### src/rtl/matrix_pkg.sv
// matrix_pkg: glyph codes, scroller FSM states and the 8x8 glyph bitmap table
package matrix_pkg;
    localparam int unsigned CODE_BLANK = 0;
    localparam int unsigned CODE_H = 1;
    localparam int unsigned CODE_E = 2;
    localparam int unsigned CODE_L = 3;
    localparam int unsigned CODE_O = 4;

    typedef enum logic [1:0] {FETCH_CUR, FETCH_NXT, BUILD, OFFER} state_t;

    localparam logic [63:0] GLYPH_TABLE [8] = '{
        64'h0,
        64'he0606c766666e600,
        64'h000078ccfcc07800,
        64'h7030303030307800,
        64'h000078cccccc7800,
        64'h0,
        64'h0,
        64'h0
    };

    localparam int unsigned DEFAULT_MSG [8] = '{
        CODE_H, CODE_E, CODE_L, CODE_L, CODE_O, CODE_BLANK, CODE_BLANK, CODE_BLANK
    };

    function automatic logic [63:0] glyph_bitmap(input int unsigned code);
        return code < 8 ? GLYPH_TABLE[code[2:0]] : 64'h0;
    endfunction
endpackage

### src/rtl/matrix_font_rom.sv
// matrix_font_rom: glyph code to 8x8 bitmap, one-cycle registered read
module matrix_font_rom
    import matrix_pkg::*;
#(
    parameter int GLYPH_W = 3
) (
    input  logic               clk,
    input  logic [GLYPH_W-1:0] code,
    output logic [63:0]        bitmap
);
    always_ff @(posedge clk)
        bitmap <= glyph_bitmap(32'(code));
endmodule

### src/rtl/matrix_scroller.sv
// matrix_scroller: scrolls a buffered message across an 8x8 frame, one pixel per accepted frame
module matrix_scroller
    import matrix_pkg::*;
#(
    parameter int GLYPH_W = 3,
    parameter int MSG_DEPTH = 8
) (
    input  logic               clk,
    input  logic               reset,
    input  logic               wr_en,
    input  logic [2:0]         wr_addr,
    input  logic [GLYPH_W-1:0] wr_code,
    input  logic [3:0]         msg_len,
    output logic [63:0]        frame,
    output logic               frame_valid,
    input  logic               frame_ready,
    output logic [2:0]         frame_letter,
    output logic [2:0]         frame_shift
);
    state_t state, state_nxt;
    logic [GLYPH_W-1:0] buffer [MSG_DEPTH];
    logic [GLYPH_W-1:0] rom_code;
    logic [63:0] rom_q, cur_q, composed;
    logic [3:0] eff_len, letter_inc;
    logic [2:0] letter, shift, nxt_idx;
    logic accept;

    assign eff_len = msg_len > 4'd8 ? 4'd8 : msg_len;
    assign letter_inc = {1'b0, letter} + 4'd1;
    assign nxt_idx = letter_inc >= eff_len ? 3'd0 : letter_inc[2:0];
    assign frame_valid = state == OFFER;
    assign accept = frame_valid & frame_ready;
    assign frame_letter = letter;
    assign frame_shift = shift;
    assign rom_code = state == FETCH_CUR ? buffer[letter] : buffer[nxt_idx];

    matrix_font_rom #(.GLYPH_W(GLYPH_W)) u_rom (
        .clk(clk),
        .code(rom_code),
        .bitmap(rom_q)
    );

    always_comb
        state_nxt = state == FETCH_CUR ? FETCH_NXT :
                    state == FETCH_NXT ? BUILD :
                    state == BUILD     ? OFFER :
                    accept             ? FETCH_CUR : OFFER;

    // rom_q holds the next-character bitmap while in BUILD; shifting the row pair left
    // and keeping the upper byte gives (cur << s) | (nxt >> (8 - s)).
    always_comb begin
        composed = '0;
        for (int r = 0; r < 8; r++)
            composed[63-8*r -: 8] = 8'(({cur_q[63-8*r -: 8], rom_q[63-8*r -: 8]} << shift) >> 8);
    end

    always_ff @(posedge clk) begin
        if (reset) begin
            state <= FETCH_CUR;
            frame <= '0;
            cur_q <= '0;
            letter <= '0;
            shift <= '0;
            for (int i = 0; i < MSG_DEPTH; i++)
                buffer[i] <= GLYPH_W'(DEFAULT_MSG[i]);
        end else begin
            state <= state_nxt;
            if (wr_en)
                buffer[wr_addr] <= wr_code;
            if (state == FETCH_NXT)
                cur_q <= rom_q;
            if (state == BUILD)
                frame <= eff_len == 4'd0 ? '0 : composed;
            if (accept) begin
                if (eff_len == 4'd0 || {1'b0, letter} >= eff_len) begin
                    letter <= '0;
                    shift <= '0;
                end else if (shift == 3'd7) begin
                    letter <= nxt_idx;
                    shift <= '0;
                end else begin
                    shift <= shift + 3'd1;
                end
            end
        end
    end
endmodule

### config.mk
export PLATFORM = sky130hd
export DESIGN_NAME = matrix_scroller
export DESIGN_NICKNAME = d
export VERILOG_FILES = /design/src/rtl/matrix_pkg.sv /design/src/rtl/matrix_font_rom.sv /design/src/rtl/matrix_scroller.sv
export SDC_FILE = /design/constraint.sdc
export NUM_CORES = 1
export LEC_CHECK = 0
export ABC_AREA = 0
export BUFFER_PORTS_ARGS = -buffer_cell sky130_fd_sc_hd__buf_2
export CAP_MARGIN = 20
export CORE_AREA = 2 2 143 145
export CTS_CLUSTER_DIAMETER = 100
export DETAILED_ROUTE_END_ITERATION = 8
export DIE_AREA = 0 0 145 147
export PLACE_DENSITY = 0.8
export SLEW_MARGIN = 20
export SYNTH_ARGS = -nofsm -noshare
export SYNTH_HDL_FRONTEND = slang
export SYNTH_HIERARCHICAL = 1
export SYNTH_SLANG_ARGS = --single-unit
### constraint.sdc
create_clock -name clk -period 3.1 [get_ports clk]
set_clock_uncertainty 0.15 [all_clocks]
set_input_delay 0.465 -clock clk [delete_from_list [all_inputs] [get_ports clk]]
set_output_delay 0.465 -clock clk [all_outputs]
set_load 0.01 [all_outputs]
==> summary.md, run 1 <==
| Metric | Value |
|---|---|
| Antenna diodes | 0 |
| Via Count | 7119 |
| Number of enable-type register cells in the synthesized netlist | 24 |
| Finished Core Util | 0.531 |
| DR DRC count | 0 |
| Die width | 145 µm |
| Setup_tns | 0 ns |
| Antenna-violating nets left | 0 |
| Iteration-0 DRC Markers | 510 |
| Port Buffers | 84 |
| Grt total ovfl | 0 |
| Cell area after synthesis | 9670 µm² |
| Hold Crit Class | in2reg |
| Chip height | 147 µm |
| Slew HR | 0.488 |
| CP arrival | 3.02 ns |
| Comb pwr share | 0.122 |
| Status | completed |
| Synthesis-to-layout area growth | 9.03% |
| Biggest area consumer among synthesized cells | dfxtp_1 |
| Pin count of the biggest net entering global routing | 68 |
| Cts repair resizes | 0 |
| Part of the power in the clock network | 0.400 |
| Non-Filler Instances | 1282 |
| R2R cell count | 13 |
| Top FF cell, synth | dfxtp_1 |
| Post-Synthesis Cells | 976 |
| Design area | 10500 µm² |
| Max cap viols | 0 |
| RSZ-0062 raised after global routing | false |
| Hold Fails Final Rpt | 0 |
| Internal power | 3.93 mW |
| Reg power frac | 0.477 |
| CP Class | reg2reg |
| R2R Setup Slk | 0.24 ns |
| Hold Path Depth | 3 |
| Fill cells | 1717 |
| Ports | 85 |
| Clk root buf | clkbuf_16 |
| Synth top area share | 0.311 |
| Die area | 21300 µm² |
| # rows | 52 |
| Post-CTS Setup Repair Bufs | 0 |
| Nets | 1028 |
| Count leader, synth | nand2_1 |
| TritonCTS Sinks | 174 |
| Initial Utilization | 0.487 |
| CTS tree | yes |
| Maximum clock rate | 0.349 GHz |
| Core area | 19800 µm² |
| Initial antenna violation count | 0 |
| Switch share | 0.265 |
| Reg clk slew, reported paths | 0.06 ns |
| First-pass GRT wire length | 34700 µm |
| Drt wl/cell | 16.1 µm |
| Total wire length | 20700 µm |
| NetSw | 1.42 mW |
| Pleak | 3.50 nW |
| Clock Path Buffers | 2 |
| H-tree levels | 4 |
| Vias/cell | 5.55 |
| Pre-antenna DRT Iters | 5 |
| Slew Limit Fails | 0 |
| Detailed placer's ending HPWL | 14100 µm |
| Pin slew with the least headroom to its limit | 0.767 ns |
| Area after DPL | 9960 µm² |
| Placed cells | 1251 |
| Min Hold Slack | 0.186 ns |
| Ys async rst share | 0 |
| Final min period | 2.86 ns |
| Required time of the critical path | 3.26 ns |
| TritonCTS Buffers | 17 |
| Syn avg cell area | 9.91 µm² |
| Maximum vdd drop | 504 µV |
| Via count of the first global-routing pass | 6919 |
| Startpoint types | flip-flop |
| Register area share after synthesis | 0.385 |
| Pwr Density | 507 nW/µm² |
| Clock latency on the worst-skew pair | 0.44 ns |
| Hold buffer count at cts | 0 |
| Final period util | 0.923 |
| Overall Global Routing Usage | 0.200 |
| Gp weighted congestion | 0.848 |
| Count of cell types in the netlist | 54 |
| Fraction of layout cells with a size suffix above 1 | 0.209 |
| Critical Path End Type | flip-flop |
| Yosys warns | 6 |
| Post-synth top cells | nand2_1 (209), dfxtp_1 (150), mux2i_1 (118) |
| Crit-path max FO | 6 |
| Largest cells by area after synthesis | dfxtp_1 (31%), mux4_2 (16%), mux2i_1 (12%) |
| Final setup viols | 0 |
| Synth Register Bits | 174 |
[power groups by stage]
stage	Clock (mW)	Sequential (mW)	Combinational, mW
after floorplan	0	2.53	0.621
final	2.14	2.55	0.654
after detailed placement	0	2.60	0.647
after global placement	0	2.60	0.626
after CTS	2.17	2.55	0.653
after global routing	2.26	2.57	0.720
[area by class of cell]
| type | instances | area [µm²] | share of cell area |
|---|---|---|---|
| inverters | 15 | 56.3 | 0.00534 |
| multi-input cells | 691 | 5240 | 0.497 |
| clock inverters | 9 | 108 | 0.0102 |
| clock buffers | 22 | 474 | 0.0450 |
| well taps | 270 | 338 | 0.0320 |
| repair buffers | 101 | 598 | 0.0567 |
| flip-flops and latches | 174 | 3730 | 0.354 |
[worst max-delay path: stages (launching register included)]
cell and delay [ns]:
dfxtp_1 0.35, ha_1 0.22, xnor2_1 0.19, inv_1 0.06, ha_1 0.33, a21o_1 0.21, a31oi_1 0.20, buf_4 0.18
o211ai_1 0.08, o211ai_1 0.15, inv_1 0.17, ha_1 0.25, nand2_2 0.10, o21ai_0 0.10
[per-stage QoR]
step,power [mW],setup WS [ns]
6_report,5.35,0.238
3_3_place_gp,3.22,0.357
5_1_grt,5.55,0.0372
3_5_place_dp,3.25,0.252
2_1_floorplan,3.15,0.233
4_1_cts,5.38,0.248
[layout by cell type (no fill, tap or decap), types with 3 or more instances in the layout]
| cell | count |
|---|---|
| a22oi_1 | 3 |
| a31oi_1 | 4 |
| o22ai_1 | 3 |
| nand3_1 | 7 |
| o21ai_0 | 9 |
| buf_4 | 13 |
| buf_12 | 4 |
| edfxtp_1 | 24 |
| conb_1 | 24 |
| o211ai_1 | 8 |
| or2_1 | 3 |
| o21ai_1 | 65 |
| nor2b_1 | 4 |
| mux2i_1 | 118 |
| or2_2 | 3 |
| nand2_1 | 209 |
| nor3_1 | 8 |
| clkbuf_16 | 17 |
| inv_1 | 14 |
| mux4_2 | 67 |
| and2_1 | 14 |
| clkbuf_8 | 3 |
| buf_2 | 84 |
| nor2_1 | 14 |
| dfxtp_1 | 147 |
| a21oi_1 | 69 |
| nand2b_1 | 9 |
| o2bb2ai_1 | 3 |
| ha_1 | 14 |
| clkinv_2 | 3 |
[layer usage]
layer | vias to the layer above | GRT usage | wire length (µm)
li1 | 3468 | - | -
met1 | 3444 | 0.249 | 8740
met2 | 178 | 0.349 | 10600
met3 | 29 | 0.0388 | 950
met4 | 0 | 0.0668 | 384
met5 | - | 0 | 0
[sequential cells by signal, indices dropped and copies added, names as in the netlist, named ones only]
name          count
buffer           24
frame            64
cur_q            64
frame_letter      3
state             2
frame_shift       3
u_rom/bitmap     11
[kinds of logic (layout without fill, tap and decap cells)]
logic type	count (synthesis)	after routing	share of synthesized area
AOI/OAI and AO/OA	179	179	0.104
xor gates and xnor gates	1	1	0.000906
adders and majority gates	14	14	0.0181
buffers and inverters	134	147	0.0841
DFF	174	174	0.385
muxes	187	187	0.281
other	1	24	0.000388
and+or+nand+nor	286	286	0.127
[worst paths after layout]
path	start	endpoint
max	frame_letter[1]	u_rom/bitmap[39]
min	frame_ready	state[0]
max reg2reg	frame_letter[1]	u_rom/bitmap[39]
min reg2reg	frame[49]	frame[49]
Power figures use the tool's default switching activity.
==> run 2: changes to the inputs <==
--- a/config.mk
+++ b/config.mk
@@ -6,13 +6,13 @@
 export NUM_CORES = 1
 export LEC_CHECK = 0
 export ABC_AREA = 0
-export BUFFER_PORTS_ARGS = -buffer_cell sky130_fd_sc_hd__buf_2
 export CAP_MARGIN = 20
 export CORE_AREA = 2 2 143 145
 export CTS_CLUSTER_DIAMETER = 100
 export DETAILED_ROUTE_END_ITERATION = 8
 export DIE_AREA = 0 0 145 147
-export PLACE_DENSITY = 0.8
+export DONT_BUFFER_PORTS = 1
+export PLACE_DENSITY = 0.76
 export SLEW_MARGIN = 20
 export SYNTH_ARGS = -nofsm -noshare
 export SYNTH_HDL_FRONTEND = slang
==> summary.md, run 2 (synthesis gave the netlist of run 1 again) <==
| Metric | Value |
|---|---|
| Drt wl/cell | 17.0 µm |
| Clk root buf | clkbuf_16 |
| Setup_tns | 0 ns |
| Via count of the first global-routing pass | 6557 |
| H-tree levels | 4 |
| Cts repair resizes | 0 |
| Placed cells | 1169 |
| Final period util | 0.908 |
| Vias/cell | 5.60 |
| Pre-antenna DRT Iters | 5 |
| Core area | 19800 µm² |
| Iteration-0 DRC Markers | 344 |
| Final setup viols | 0 |
| Crit path launch | frame_letter[0] |
| Gp weighted congestion | 0.890 |
| Synthesis-to-layout area growth | 6.22% |
| Hold Crit Class | in2reg |
| Commonest non-fill, non-tap cell in the layout | nand2_1 |
| NetSw | 1.47 mW |
| Max cap viols | 0 |
| CTS tree | yes |
| Maximum clock rate | 0.355 GHz |
| Internal power | 4.12 mW |
| Die area | 21300 µm² |
| R2R Setup Slk | 0.29 ns |
| Port Buffers | 0 |
| Maximum vdd drop | 368 µV |
| RSZ-0062 raised after global routing | false |
| Initial Utilization | 0.487 |
| Hold Crit Start | wr_code[1] |
| Reg power frac | 0.461 |
| Slew Limit Fails | 0 |
| R2R Path End | u_rom/bitmap[18] |
| Critical Path End Type | flip-flop |
| Via Count | 6738 |
| Status | completed |
| Chip height | 147 µm |
| Reg clk slew, reported paths | 0.07 ns |
| Switch share | 0.263 |
| Die width | 145 µm |
| Required time of the critical path | 3.27 ns |
| # rows | 52 |
| Crit-path max FO | 6 |
| Antenna diodes | 0 |
| Hold Fails Final Rpt | 0 |
| Pin count of the biggest net entering global routing | 70 |
| TritonCTS Buffers | 17 |
| Detailed placer's ending HPWL | 13900 µm |
| Pin slew with the least headroom to its limit | 0.833 ns |
| Most frequent cells in the layout | nand2_1 (209), dfxtp_1 (147), mux2i_1 (118) |
| Initial antenna violation count | 0 |
| Min Hold Slack | 0.0601 ns |
| Clock Path Buffers | 2 |
| Reg2reg start | frame_letter[0] |
| Nets | 949 |
| Startpoint types | flip-flop |
| Fraction of layout cells with a size suffix above 1 | 0.146 |
| Slew HR | 0.444 |
| Hold-critical path endpoint | buffer[2][1] |
| Antenna-violating nets left | 0 |
| Pwr Density | 544 nW/µm² |
| R2R cell count | 13 |
| Final min period | 2.81 ns |
| First-pass GRT wire length | 34100 µm |
| Clock latency on the worst-skew pair | 0.43 ns |
| Pleak | 3.12 nW |
| Non-Filler Instances | 1204 |
| Total wire length | 20500 µm |
| Grt total ovfl | 0 |
| Ports | 85 |
| Largest registers | cur_q: 64 flops, frame: 64 flops, buffer: 24 flops |
| CP Class | reg2reg |
| Hold Path Depth | 1 |
| CP arrival | 2.98 ns |
| TritonCTS Sinks | 174 |
| Comb pwr share | 0.113 |
| DR DRC count | 0 |
| Overall Global Routing Usage | 0.198 |
| Part of the power in the clock network | 0.426 |
[run 2: changes by cell type in the layout (fill, tap and decap cells not counted), sizes merged]
cell    previous run  this run
buf              101        22
inv               18        22
clkbuf            22        19
bufinv             2         4
clkinv             4         2
[run 2: critical path, cell delays in order, from the launching register on]
cell and delay, ns:
dfxtp_1 0.32, ha_1 0.21, xnor2_1 0.17, inv_1 0.06, ha_1 0.31, a21o_1 0.18
a31oi_1 0.28, buf_4 0.20, o211ai_1 0.08, o211ai_1 0.13, inv_1 0.15, ha_1 0.21
nor2b_4 0.12, nand2b_1 0.12
[run 2: worst max-delay path by stage]
stage / endpoint / slack [ns] / cells past startpoint
2_1_floorplan: u_rom/bitmap[18] / 0.23 / 12
5_1_grt: u_rom/bitmap[39] / 0.10 / 13
3_5_place_dp: u_rom/bitmap[39] / 0.16 / 10
4_1_cts: u_rom/bitmap[39] / 0.15 / 10
3_3_place_gp: u_rom/bitmap[44] / 0.29 / 10
6_report: u_rom/bitmap[18] / 0.29 / 13
[run 2: area by class of cell]
| class | instances | area (µm²) |
|---|---|---|
| tap | 270 | 338 |
| fill | 1756 | 9570 |
| timing repair buffer | 22 | 248 |
| clock buffer | 19 | 464 |
| multi-input combinational | 691 | 5240 |
| inverter | 15 | 56.3 |
| sequential | 174 | 3730 |
| clock inverter | 13 | 194 |
[run 2: timing repair]
action                                  CTS  global route
hold endpoints to repair                 69             0
endpoints found under the setup margin    0             6
setup buffers                             0             2
hold buffers                              1             0
[run 2: through the flow]
stage | power, mW | instance area, µm² | utilization | setup WS (ns)
after floorplan | 3.15 | 9750 | - | 0.233
after global placement | 3.20 | 9570 | 0.482 | 0.290
after detailed placement | 3.22 | 9570 | 0.482 | 0.165
after CTS | 5.62 | 10300 | 0.517 | 0.146
after global routing | 5.80 | 10300 | 0.518 | 0.101
final | 5.59 | 10300 | 0.518 | 0.286
[run 2: power groups by stage]
stage	Combinational, mW	Sequential [mW]	Clock, mW
3_3_place_gp	0.584	2.62	0
2_1_floorplan	0.621	2.53	0
4_1_cts	0.627	2.57	2.42
6_report	0.633	2.57	2.38
3_5_place_dp	0.601	2.62	0
5_1_grt	0.703	2.59	2.51
[run 2: layer usage]
| metal | vias up | wire, µm | GRT usage |
|---|---|---|---|
| met5 | - | 0 | 0 |
| met4 | 0 | 260 | 0.0604 |
| met3 | 19 | 692 | 0.0394 |
| met2 | 125 | 10700 | 0.359 |
| met1 | 3292 | 8830 | 0.240 |
| li1 | 3302 | - | - |
==> run 3: changes to the inputs <==
--- a/config.mk
+++ b/config.mk
@@ -7,11 +7,12 @@
 export LEC_CHECK = 0
 export ABC_AREA = 0
 export CAP_MARGIN = 20
-export CORE_AREA = 2 2 143 145
+export CORE_AREA = 2 2 136 151
 export CTS_CLUSTER_DIAMETER = 100
 export DETAILED_ROUTE_END_ITERATION = 8
-export DIE_AREA = 0 0 145 147
+export DIE_AREA = 0 0 138 153
 export DONT_BUFFER_PORTS = 1
+export GPL_TIMING_DRIVEN = 1
 export PLACE_DENSITY = 0.76
 export SLEW_MARGIN = 20
 export SYNTH_ARGS = -nofsm -noshare
==> constraint.sdc (replaced) <==
create_clock -name clk -period 3.2 [get_ports clk]
set_clock_uncertainty 0.15 [all_clocks]
set_input_delay 0.48 -clock clk [delete_from_list [all_inputs] [get_ports clk]]
set_output_delay 0.48 -clock clk [all_outputs]
set_load 0.01 [all_outputs]
==> summary.md, run 3 (synthesis gave the netlist of run 1 again) <==
| Metric | Value |
|---|---|
| Status | completed |
| Chip height | 153 µm |
| Detailed placer's ending HPWL | 13900 µm |
| Hold-critical path endpoint | buffer[2][0] |
| Initial Utilization | 0.493 |
| Total Power | 5.27 mW |
| TritonCTS Sinks | 174 |
| Design area | 10200 µm² |
| Antenna diodes | 0 |
| Critical Path End Type | flip-flop |
| Pre-antenna DRT Iters | 5 |
| Non-Filler Instances | 1185 |
| Pin slew with the least headroom to its limit | 0.889 ns |
| Met3 Wirelength | 921 µm |
| # rows | 54 |
| Synthesis-to-layout area growth | 5.24% |
| Setup_tns | 0 ns |
| Metal-1 WL | 8460 µm |
| CP Class | reg2reg |
| Slew Limit Fails | 0 |
| CP arrival | 3.13 ns |
| Via Count | 6862 |
| Final setup viols | 0 |
| CTS tree | yes |
| Ports | 85 |
| Hold Crit Start | wr_code[0] |
| Reg2reg start | frame_letter[0] |
| CP max stage cell | a31oi_1 |
| Final period util | 0.925 |
| Maximum clock rate | 0.338 GHz |
| Met2 routed WL | 10500 µm |
| Cts repair resizes | 0 |
| Clk root buf | clkbuf_16 |
| Nets | 949 |
| Placed cells | 1153 |
| Die area | 21100 µm² |
| H-tree levels | 4 |
| R2R cell count | 12 |
| Area after DPL | 9520 µm² |
| R2R Path End | u_rom/bitmap[18] |
| Slew HR | 0.406 |
| Clock Path Buffers | 2 |
| RSZ-0062 raised after global routing | false |
| Hold Crit Class | in2reg |
| DR top layer | met4 |
| Min Hold Slack | 0.0697 ns |
| Fill cells | 1737 |
| Drt wl/cell | 17.2 µm |
| Top cell by count, worst path | ha_1 |
| First-pass GRT wire length | 33700 µm |
| Pleak | 3.10 nW |
| Commonest non-fill, non-tap cell in the layout | nand2_1 |
| Grt total ovfl | 0 |
| Cells along the critical path | ha_1, xnor2_1, inv_1, ha_1, a21o_1, a31oi_1, o22ai_1, o211ai_1, inv_1, ha_1, nor2b_4, nand2b_1 |
| Antenna-violating nets left | 0 |
| Startpoint types | flip-flop |
| Pin count of the biggest net entering global routing | 70 |
| Gp weighted congestion | 0.906 |
| Clock latency on the worst-skew pair | 0.43 ns |
| Overall Global Routing Usage | 0.195 |
| Hold Fails Final Rpt | 0 |
| Core area | 19600 µm² |
| Initial antenna violation count | 0 |
| Vias/cell | 5.79 |
| TritonCTS Buffers | 17 |
| Pwr Density | 518 nW/µm² |
| Via count of the first global-routing pass | 6690 |
| R2R Setup Slk | 0.24 ns |
| Reg clk slew, reported paths | 0.07 ns |
| Crit-path max FO | 6 |
| Hold Path Depth | 1 |
| Total wire length | 20300 µm |
| Fraction of layout cells with a size suffix above 1 | 0.145 |
| Final min period | 2.96 ns |
| DR DRC count | 0 |
| Max cap viols | 0 |
| Die width | 138 µm |
| Maximum vdd drop | 449 µV |
| Port Buffers | 0 |
| Required time of the critical path | 3.37 ns |
| Most frequent cells in the layout | nand2_1 (209), dfxtp_1 (147), mux2i_1 (118) |
| Iteration-0 DRC Markers | 461 |
| CP max stage delay | 0.41 ns |
| Largest registers | cur_q: 64 flops, frame: 64 flops, buffer: 24 flops |
[run 3: changes by cell type in the layout (fill, tap and decap cells not counted), moves of 3 or more]
cell / change
buf_4: +3
buf_12: -3
inv_6: -5
clkinv_4: +3
[run 3: metrics by stage]
stage / utilization / setup WS (ns)
6_report: 0.519 / 0.241
5_1_grt: 0.519 / 0.0538
4_1_cts: 0.519 / 0.249
3_5_place_dp: 0.486 / 0.265
3_3_place_gp: 0.486 / 0.381
2_1_floorplan: - / 0.333
[run 3: cell type report]
class	instances	area (µm²)	area share
multi-input cells	691	5240	0.515
flip-flops and latches	174	3730	0.367
clock buffers	19	464	0.0456
repair buffers	22	210	0.0207
inverters	15	56.3	0.00553
clock inverters	12	159	0.0156
well taps	252	315	0.0310
[run 3: worst max-delay path by stage]
stage | startpoint | end | slack [ns] | cells after the start
detailed placement | frame_letter[0] | u_rom/bitmap[18] | 0.26 | 12
floorplan | frame_letter[0] | u_rom/bitmap[18] | 0.33 | 12
CTS | frame_letter[0] | u_rom/bitmap[18] | 0.25 | 12
finish | frame_letter[0] | u_rom/bitmap[18] | 0.24 | 12
global placement | frame_letter[0] | u_rom/bitmap[18] | 0.38 | 12
global route | frame_letter[0] | u_rom/bitmap[39] | 0.05 | 12
[run 3: power by group]
part / internal (mW) / switching [mW] / leakage, nW / total (mW)
registers: 2.33 / 0.167 / 1.45 / 2.49
clock network: 1.30 / 0.884 / 0.306 / 2.18
logic: 0.253 / 0.337 / 1.34 / 0.589
[run 3: critical path, delay by kind of cell (launching register included)]
kind / cells / cell delay, ns
AO/OA/AOI/OAI: 4 / 1.00
buffers and inverters: 2 / 0.21
XOR/XNOR: 1 / 0.19
flip-flops: 1 / 0.31
adder cells (fa/ha/maj): 3 / 0.73
AND/OR/NAND/NOR: 2 / 0.25
[run 3: routing by layer]
| metal | vias to the layer above | global-route usage |
|---|---|---|
| met3 | 26 | 0.0407 |
| met1 | 3343 | 0.238 |
| met2 | 183 | 0.343 |
| met5 | - | 0 |
| met4 | 0 | 0.0709 |
| li1 | 3310 | - |
[run 3: what timing repair did]
action	CTS	global route
hold buffers	1	0
buffers inserted	0	0
endpoints found under the hold margin	69	0
